File: src/rtl/fp16_operand_unpack.sv
// FP16 operand unpacker: turns binary16 words into sign, signed exponent,
// an 11-bit significand with an explicit leading one, and class flags.
// Subnormals are normalised one left shift per cycle, so the exponent lands
// on the same scale as the output packer: value = 1.sig * 2^(exp-15).
module fp16_operand_unpack #(
    parameter int CNT_W = 16
) (
    input  logic             i_clk,
    input  logic             i_rst,
    input  logic             i_valid,
    output logic             i_ready,
    input  logic [15:0]      i_data,
    output logic             o_valid,
    input  logic             o_ready,
    output logic             o_sign,
    output logic [6:0]       o_exp,
    output logic [10:0]      o_sig,
    output logic             o_zero,
    output logic             o_inf,
    output logic             o_nan,
    output logic [CNT_W-1:0] o_subnorm_cnt
);

    typedef enum logic [1:0] {
        IDLE = 2'd0,
        NORM = 2'd1,
        OUT  = 2'd2
    } state_t;

    state_t             state_q, state_d;
    logic               sign_q, sign_d;
    logic [6:0]         exp_q, exp_d;
    logic [10:0]        sig_q, sig_d;
    logic               zero_q, zero_d;
    logic               inf_q, inf_d;
    logic               nan_q, nan_d;
    logic [CNT_W-1:0]   cnt_q, cnt_d;

    logic               accept;
    logic [4:0]         exp_field;
    logic [9:0]         frac_field;

    assign exp_field  = i_data[14:10];
    assign frac_field = i_data[9:0];

    // A new word can be taken when idle, or when the held result leaves this cycle.
    assign i_ready = (state_q == IDLE) || ((state_q == OUT) && o_ready);
    assign accept  = i_valid && i_ready;

    // Next-state logic: decode on accept, shift while normalising, drain on o_ready.
    always_comb begin
        state_d = state_q;
        sign_d  = sign_q;
        exp_d   = exp_q;
        sig_d   = sig_q;
        zero_d  = zero_q;
        inf_d   = inf_q;
        nan_d   = nan_q;
        cnt_d   = cnt_q;

        if (state_q == NORM) begin
            // Leading one already in place: nothing left to shift.
            if (sig_q[10]) begin
                state_d = OUT;
            end else begin
                sig_d = {sig_q[9:0], 1'b0};
                exp_d = exp_q - 7'd1;
                // The shifted value carries bit 10 exactly when bit 9 was set now.
                if (sig_q[9]) begin
                    state_d = OUT;
                end
            end
        end else if (accept) begin
            sign_d  = i_data[15];
            zero_d  = 1'b0;
            inf_d   = 1'b0;
            nan_d   = 1'b0;
            state_d = OUT;
            if (exp_field == 5'd0) begin
                if (frac_field == 10'd0) begin
                    zero_d = 1'b1;
                    exp_d  = 7'd0;
                    sig_d  = 11'd0;
                end else begin
                    // Subnormal: start at exponent +1 and let NORM walk it down.
                    sig_d   = {1'b0, frac_field};
                    exp_d   = 7'd1;
                    state_d = NORM;
                    if (cnt_q != {CNT_W{1'b1}}) begin
                        cnt_d = cnt_q + CNT_W'(1);
                    end
                end
            end else if (exp_field == 5'd31) begin
                exp_d = 7'd31;
                if (frac_field == 10'd0) begin
                    inf_d = 1'b1;
                    sig_d = {1'b1, 10'd0};
                end else begin
                    nan_d = 1'b1;
                    sig_d = {1'b1, frac_field};
                end
            end else begin
                exp_d = {2'b00, exp_field};
                sig_d = {1'b1, frac_field};
            end
        end else if ((state_q == OUT) && o_ready) begin
            state_d = IDLE;
        end
    end

    // State and working registers; reset discards any word in flight.
    always_ff @(posedge i_clk) begin
        if (i_rst) begin
            state_q <= IDLE;
            sign_q  <= 1'b0;
            exp_q   <= 7'd0;
            sig_q   <= 11'd0;
            zero_q  <= 1'b0;
            inf_q   <= 1'b0;
            nan_q   <= 1'b0;
            cnt_q   <= '0;
        end else begin
            state_q <= state_d;
            sign_q  <= sign_d;
            exp_q   <= exp_d;
            sig_q   <= sig_d;
            zero_q  <= zero_d;
            inf_q   <= inf_d;
            nan_q   <= nan_d;
            cnt_q   <= cnt_d;
        end
    end

    assign o_valid       = (state_q == OUT);
    assign o_sign        = sign_q;
    assign o_exp         = exp_q;
    assign o_sig         = sig_q;
    assign o_zero        = zero_q;
    assign o_inf         = inf_q;
    assign o_nan         = nan_q;
    assign o_subnorm_cnt = cnt_q;

endmodule

File: config.mk
export PLATFORM = sky130hd
export DESIGN_NAME = fp16_operand_unpack
export DESIGN_NICKNAME = d
export VERILOG_FILES = /design/src/rtl/fp16_operand_unpack.sv
export SDC_FILE = /design/constraint.sdc
export NUM_CORES = 1
export LEC_CHECK = 0
export ABC_CLOCK_PERIOD_IN_PS = 3800
export CAP_MARGIN = 20
export CORE_MARGIN = 2
export CORE_UTILIZATION = 46
export CTS_CLUSTER_DIAMETER = 40
export CTS_CLUSTER_SIZE = 20
export DETAILED_ROUTE_END_ITERATION = 8
export MAX_ROUTING_LAYER = met4
export PLACE_DENSITY = 0.79
export SETUP_SLACK_MARGIN = 0.4
export SYNTH_ARGS = -nofsm -noshare
export SYNTH_HDL_FRONTEND = slang
export SYNTH_SLANG_ARGS = --single-unit
File: constraint.sdc
create_clock -name i_clk -period 3.8 [get_ports i_clk]
set_clock_uncertainty 0.05 [all_clocks]
set_input_delay 1.14 -clock i_clk [delete_from_list [all_inputs] [get_ports i_clk]]
set_output_delay 1.14 -clock i_clk [all_outputs]
set_load 0.01 [all_outputs]
==> run summary, run 1 <==
After clock tree synthesis, the clock-pin slew on the worst setup and hold paths is 0.08 ns. The average wire per standard cell came out at 14.23 um. By startpoint and endpoint, the worst setup path is classified as primary input to flip-flop. The floorplan row count is 23. Buffers placed on the I/O ports in this run total between 50 and 60. The area growth from synthesis to layout came out at 38.58%.

Counting stages on the worst path, the most repeated cell is sky130_fd_sc_hd__or4_4. The number of warnings printed during yosys synthesis is 0. The total standard cell area after synthesis is ~0.0019 mm2. Of the synthesized area, sequential elements account for 41.78%. The via count of the first global-routing pass was approximately 1,800.

The number of nets in the synthesized netlist came out at 262. The post-layout total power came out at roughly 840 uW. The antenna diode count came out at 0. The number of search-and-repair iterations in the first detailed-routing pass came out at 4. The post-route cell area came out at 0.002656 mm2. The via density per instance came out at 5.821.

The number of buffers added by the clock tree synthesis step came out at 5. The static leakage came out at 0.9139 nW. The largest net degree at the start of global routing came out at 23. Together, buffers and inverters on the worst path number 1. In this run the horizontal extent of the chip is 68.55 um. The normalized max-slew margin came out at ~54%.

The clock network power share came out at between 30% and 40%. The ratio of final minimum period to clock period is just under 90%. Hold timing on the final database bottoms out at a slack of slightly above 0.4 ns.

Once the floorplan was initialized, standard cells occupied between 40% and 50% of the core. The total die area came out at 0.004699 mm2. On the critical path the largest part of the delay comes from simple AND/OR/NAND/NOR gates.

TritonCTS built the clock tree. The number of hold buffers added after CTS was 0. Detailed placement finished with a half-perimeter wire length of 3.694 mm. The first-pass GRT wire length is 8.059 mm. Averaged over all synthesized cells, the footprint is 7.987 um2.

The total count of hold-check failures in the final report is 0. The slowest stage cell on the critical path is sky130_fd_sc_hd__or4_4. After detailed routing, the met2 layer carries 2.427 mm of wire. The minimum period implied by the final worst setup slack came out at 3.299 ns. The worst-skew pair later-pin latency is 0.30 ns. The aggregate global routing overflow is 0. The number of setup violations in the final report came out at 0.

The routability-driven placement congestion ratio came out at 0.8114. The die is 68.55 um tall. The total track usage came out at about a quarter. The worst path required time is between 3 and 4 ns. The maximum resistive drop on vdd came out at 189.1 uV. The number of nets at the end of the flow is 323. The startpoint type of the worst setup path is a primary input.

Cells fill 66.41% of the core in the end. The switching share of power is 26.34%. The power density over cell area is between 300 and 400 mW/mm2. Setup repair after global routing left no endpoint under its margin. The net switching power figure came out at 221.4 uW. The uppermost signal routing layer after detailed routing is met4. The setup TNS is 0 ns. The number of max-cap violations is 0. The number of nets with antenna violations after routing is 0.

The number of DRC violations after detailed routing came out at 0. The path class of the tightest hold or removal check is flip-flop to flip-flop. The post-synthesis sequential element count came out at 40.

After technology mapping, the gate count stands at 240. Walking the worst path, the cells encountered are clkdlybuf4s50_1 > or4_4 > or4_4 > or3_4 > or3_1 > a21oi_1. Detailed routing placed a total of 325 um of wire on met3. In this run the number of H-tree levels came out at 2. STA puts the critical path data arrival time at between 3 and 4 ns.

The total clock sinks is 40. The root buffer cell chosen for the clock tree is sky130_fd_sc_hd__clkbuf_8. The internal portion of total power is 619.2 uW. The number of DRC markers in iteration 0 came out at 173. The buffer levels on the longest clock path came out at 2.

The number of antenna violations at the first check in global routing came to 0. The count of final max-slew check failures came out at 0. The detailed-route wire length is 4.993 mm. The measured slew at the worst slew-check pin came out at 0.6939 ns. The count of pins on the block boundary is 60.

Of the total power, combinational logic draws 14.1%. Based on the critical path, the design can be clocked at up to 303.1 MHz. The run finished with clean final reports.

The core box area is approximately 0.0040 mm2. The wire length on met1 came out at 2.182 mm. The largest single stage delay on the critical path is 0.56 ns.

The count of vias placed by the detailed router is 2,043. The kind of end point of the critical path is a flip-flop. Cells with a size suffix above 1 make up under 10% of the layout. The sequential cell fraction of total power is 53.0%. The placement-stage cell area is ~0.0026 mm2. In this run the worst path has a maximum fanout of 4.

The count of cell types in the netlist came out at 36.
[synth_stat cells]
master | number | area [um2]
sky130_fd_sc_hd__nor4_1 | 3 | 18.77
sky130_fd_sc_hd__o2111ai_1 | 1 | 8.760
sky130_fd_sc_hd__nor2_1 | 27 | 101.4
sky130_fd_sc_hd__mux2_2 | 2 | 22.52
sky130_fd_sc_hd__inv_1 | 4 | 15.01
sky130_fd_sc_hd__clkbuf_1 | 10 | 37.54
sky130_fd_sc_hd__or3_4 | 1 | 11.26
sky130_fd_sc_hd__a2bb2oi_1 | 1 | 8.760
sky130_fd_sc_hd__xor2_1 | 2 | 17.52
sky130_fd_sc_hd__and3_1 | 4 | 25.02
sky130_fd_sc_hd__ha_1 | 2 | 25.02
sky130_fd_sc_hd__a41oi_1 | 1 | 8.760
sky130_fd_sc_hd__and4_2 | 1 | 10.01
sky130_fd_sc_hd__and4_1 | 2 | 17.52
sky130_fd_sc_hd__or4_4 | 2 | 22.52
sky130_fd_sc_hd__o31ai_1 | 3 | 22.52
sky130_fd_sc_hd__nor2b_1 | 5 | 31.28
sky130_fd_sc_hd__nand3b_1 | 1 | 7.510
sky130_fd_sc_hd__nor3_1 | 5 | 25.02
sky130_fd_sc_hd__or4_1 | 4 | 30.03
sky130_fd_sc_hd__o22ai_1 | 1 | 6.260
sky130_fd_sc_hd__a21oi_1 | 25 | 125.1
sky130_fd_sc_hd__xnor2_1 | 2 | 17.52
sky130_fd_sc_hd__mux2i_1 | 1 | 10.01
sky130_fd_sc_hd__nand2_1 | 27 | 101.4
sky130_fd_sc_hd__o21ai_0 | 18 | 90.09
sky130_fd_sc_hd__or3_1 | 6 | 37.54
sky130_fd_sc_hd__nand3_1 | 9 | 45.04
sky130_fd_sc_hd__a211oi_1 | 1 | 7.510
sky130_fd_sc_hd__or2b_2 | 1 | 8.760
sky130_fd_sc_hd__a22oi_1 | 14 | 105.1
sky130_fd_sc_hd__a22o_1 | 2 | 17.52
sky130_fd_sc_hd__nand4_1 | 8 | 50.05
sky130_fd_sc_hd__nand2b_1 | 3 | 18.77
sky130_fd_sc_hd__and3b_1 | 1 | 8.760
sky130_fd_sc_hd__dfxtp_1 | 40 | 800.8
[kinds of logic (layout without fill, tap and decap cells)]
group,count (synthesis),in the layout,synth area share (%)
AND/OR/NAND/NOR,110,110,29.77
buffers and inverters,14,75,2.741
XOR/XNOR,4,4,1.828
AO/OA/AOI/OAI,67,67,20.89
adder cells (fa/ha/maj),2,2,1.305
multiplexers,3,3,1.697
flip-flops,40,40,41.78
[metal layers]
metal	vias to the layer above	track usage [%]
li1	1003	-
met1	960	29.79
met2	74	36.90
met3	6	5.519
met4	0	8.250
met5	-	-
[worst register-to-register path, cell delays in order, from the launching register on]
cell	delay [ns]
sky130_fd_sc_hd__dfxtp_1	0.38
sky130_fd_sc_hd__or2b_2	0.36
sky130_fd_sc_hd__or4_4	0.51
sky130_fd_sc_hd__or3_4	0.43
sky130_fd_sc_hd__or3_1	0.31
sky130_fd_sc_hd__a21oi_1	0.14
[power groups by stage]
stage	combinational, mW	clock, mW	sequential [mW]
floorplan	0.0494	0	0.458
global placement	0.118	0	0.455
detailed placement	0.119	0	0.455
CTS	0.119	0.280	0.445
global route	0.130	0.302	0.448
finish	0.119	0.277	0.445
[cell type report]
cell class,instances,area (um2)
clock inverter,2,12.51
inverter,4,15.01
sequential,40,800.8
multi-input combinational,186,1070
tap,50,62.56
timing repair buffer,64,626.9
fill,367,1344
clock buffer,5,68.82
[metrics by stage]
step / setup slack, ns / cells
3_5_place_dp: 0.1928 / 344
6_report: 0.5009 / 351
5_1_grt: 0.4433 / 351
3_3_place_gp: 0.2259 / 344
4_1_cts: 0.4929 / 351
2_1_floorplan: 0.7359 / 240
[path summary, 6_finish.rpt]
| path | start | end | slack, ns | depth (start not counted) |
|---|---|---|---|---|
| min reg2reg | o_sign | o_sign | 0.41 | 2 |
| max reg2reg | state_q[0] | o_subnorm_cnt[3] | 1.55 | 5 |
| min | o_sign | o_sign | 0.41 | 2 |
| max | i_data[10] | o_subnorm_cnt[3] | 0.50 | 6 |
[state kept, by name, summed over array words and instances (netlist names)]
| register | cells |
|---|---|
| o_subnorm_cnt | 16 |
| o_sig | 11 |
| o_exp | 7 |
| state_q | 2 |
| o_inf | 1 |
| o_nan | 1 |
| o_sign | 1 |
| o_zero | 1 |
[repair_timing]
action,4_1_cts,5_1_grt
buffers inserted,0,0
endpoints found under the setup margin,1,1
gates resized for setup,1,1
[cells in the final DEF, fill, tap and decap left out, types with 4 or more instances in the layout]
cell	n
sky130_fd_sc_hd__nor2b_1	5
sky130_fd_sc_hd__or3_1	6
sky130_fd_sc_hd__nand2_1	27
sky130_fd_sc_hd__nor2_1	27
sky130_fd_sc_hd__or4_1	4
sky130_fd_sc_hd__buf_4	5
sky130_fd_sc_hd__dfxtp_1	40
sky130_fd_sc_hd__a22oi_1	14
sky130_fd_sc_hd__nand4_1	8
sky130_fd_sc_hd__clkdlybuf4s50_1	58
sky130_fd_sc_hd__a21oi_1	25
sky130_fd_sc_hd__inv_1	4
sky130_fd_sc_hd__clkbuf_8	5
sky130_fd_sc_hd__nor3_1	5
sky130_fd_sc_hd__nand3_1	9
sky130_fd_sc_hd__and3_1	4
sky130_fd_sc_hd__o21ai_0	18
No activity file was read; power rests on OpenSTA's default activity.
==> run 2: changes to the inputs <==
ABC_CLOCK_PERIOD_IN_PS = default   (was 3800)
==> results of run 2 <==
The final DEF is identical to that of run 1; final timing and power are the same.
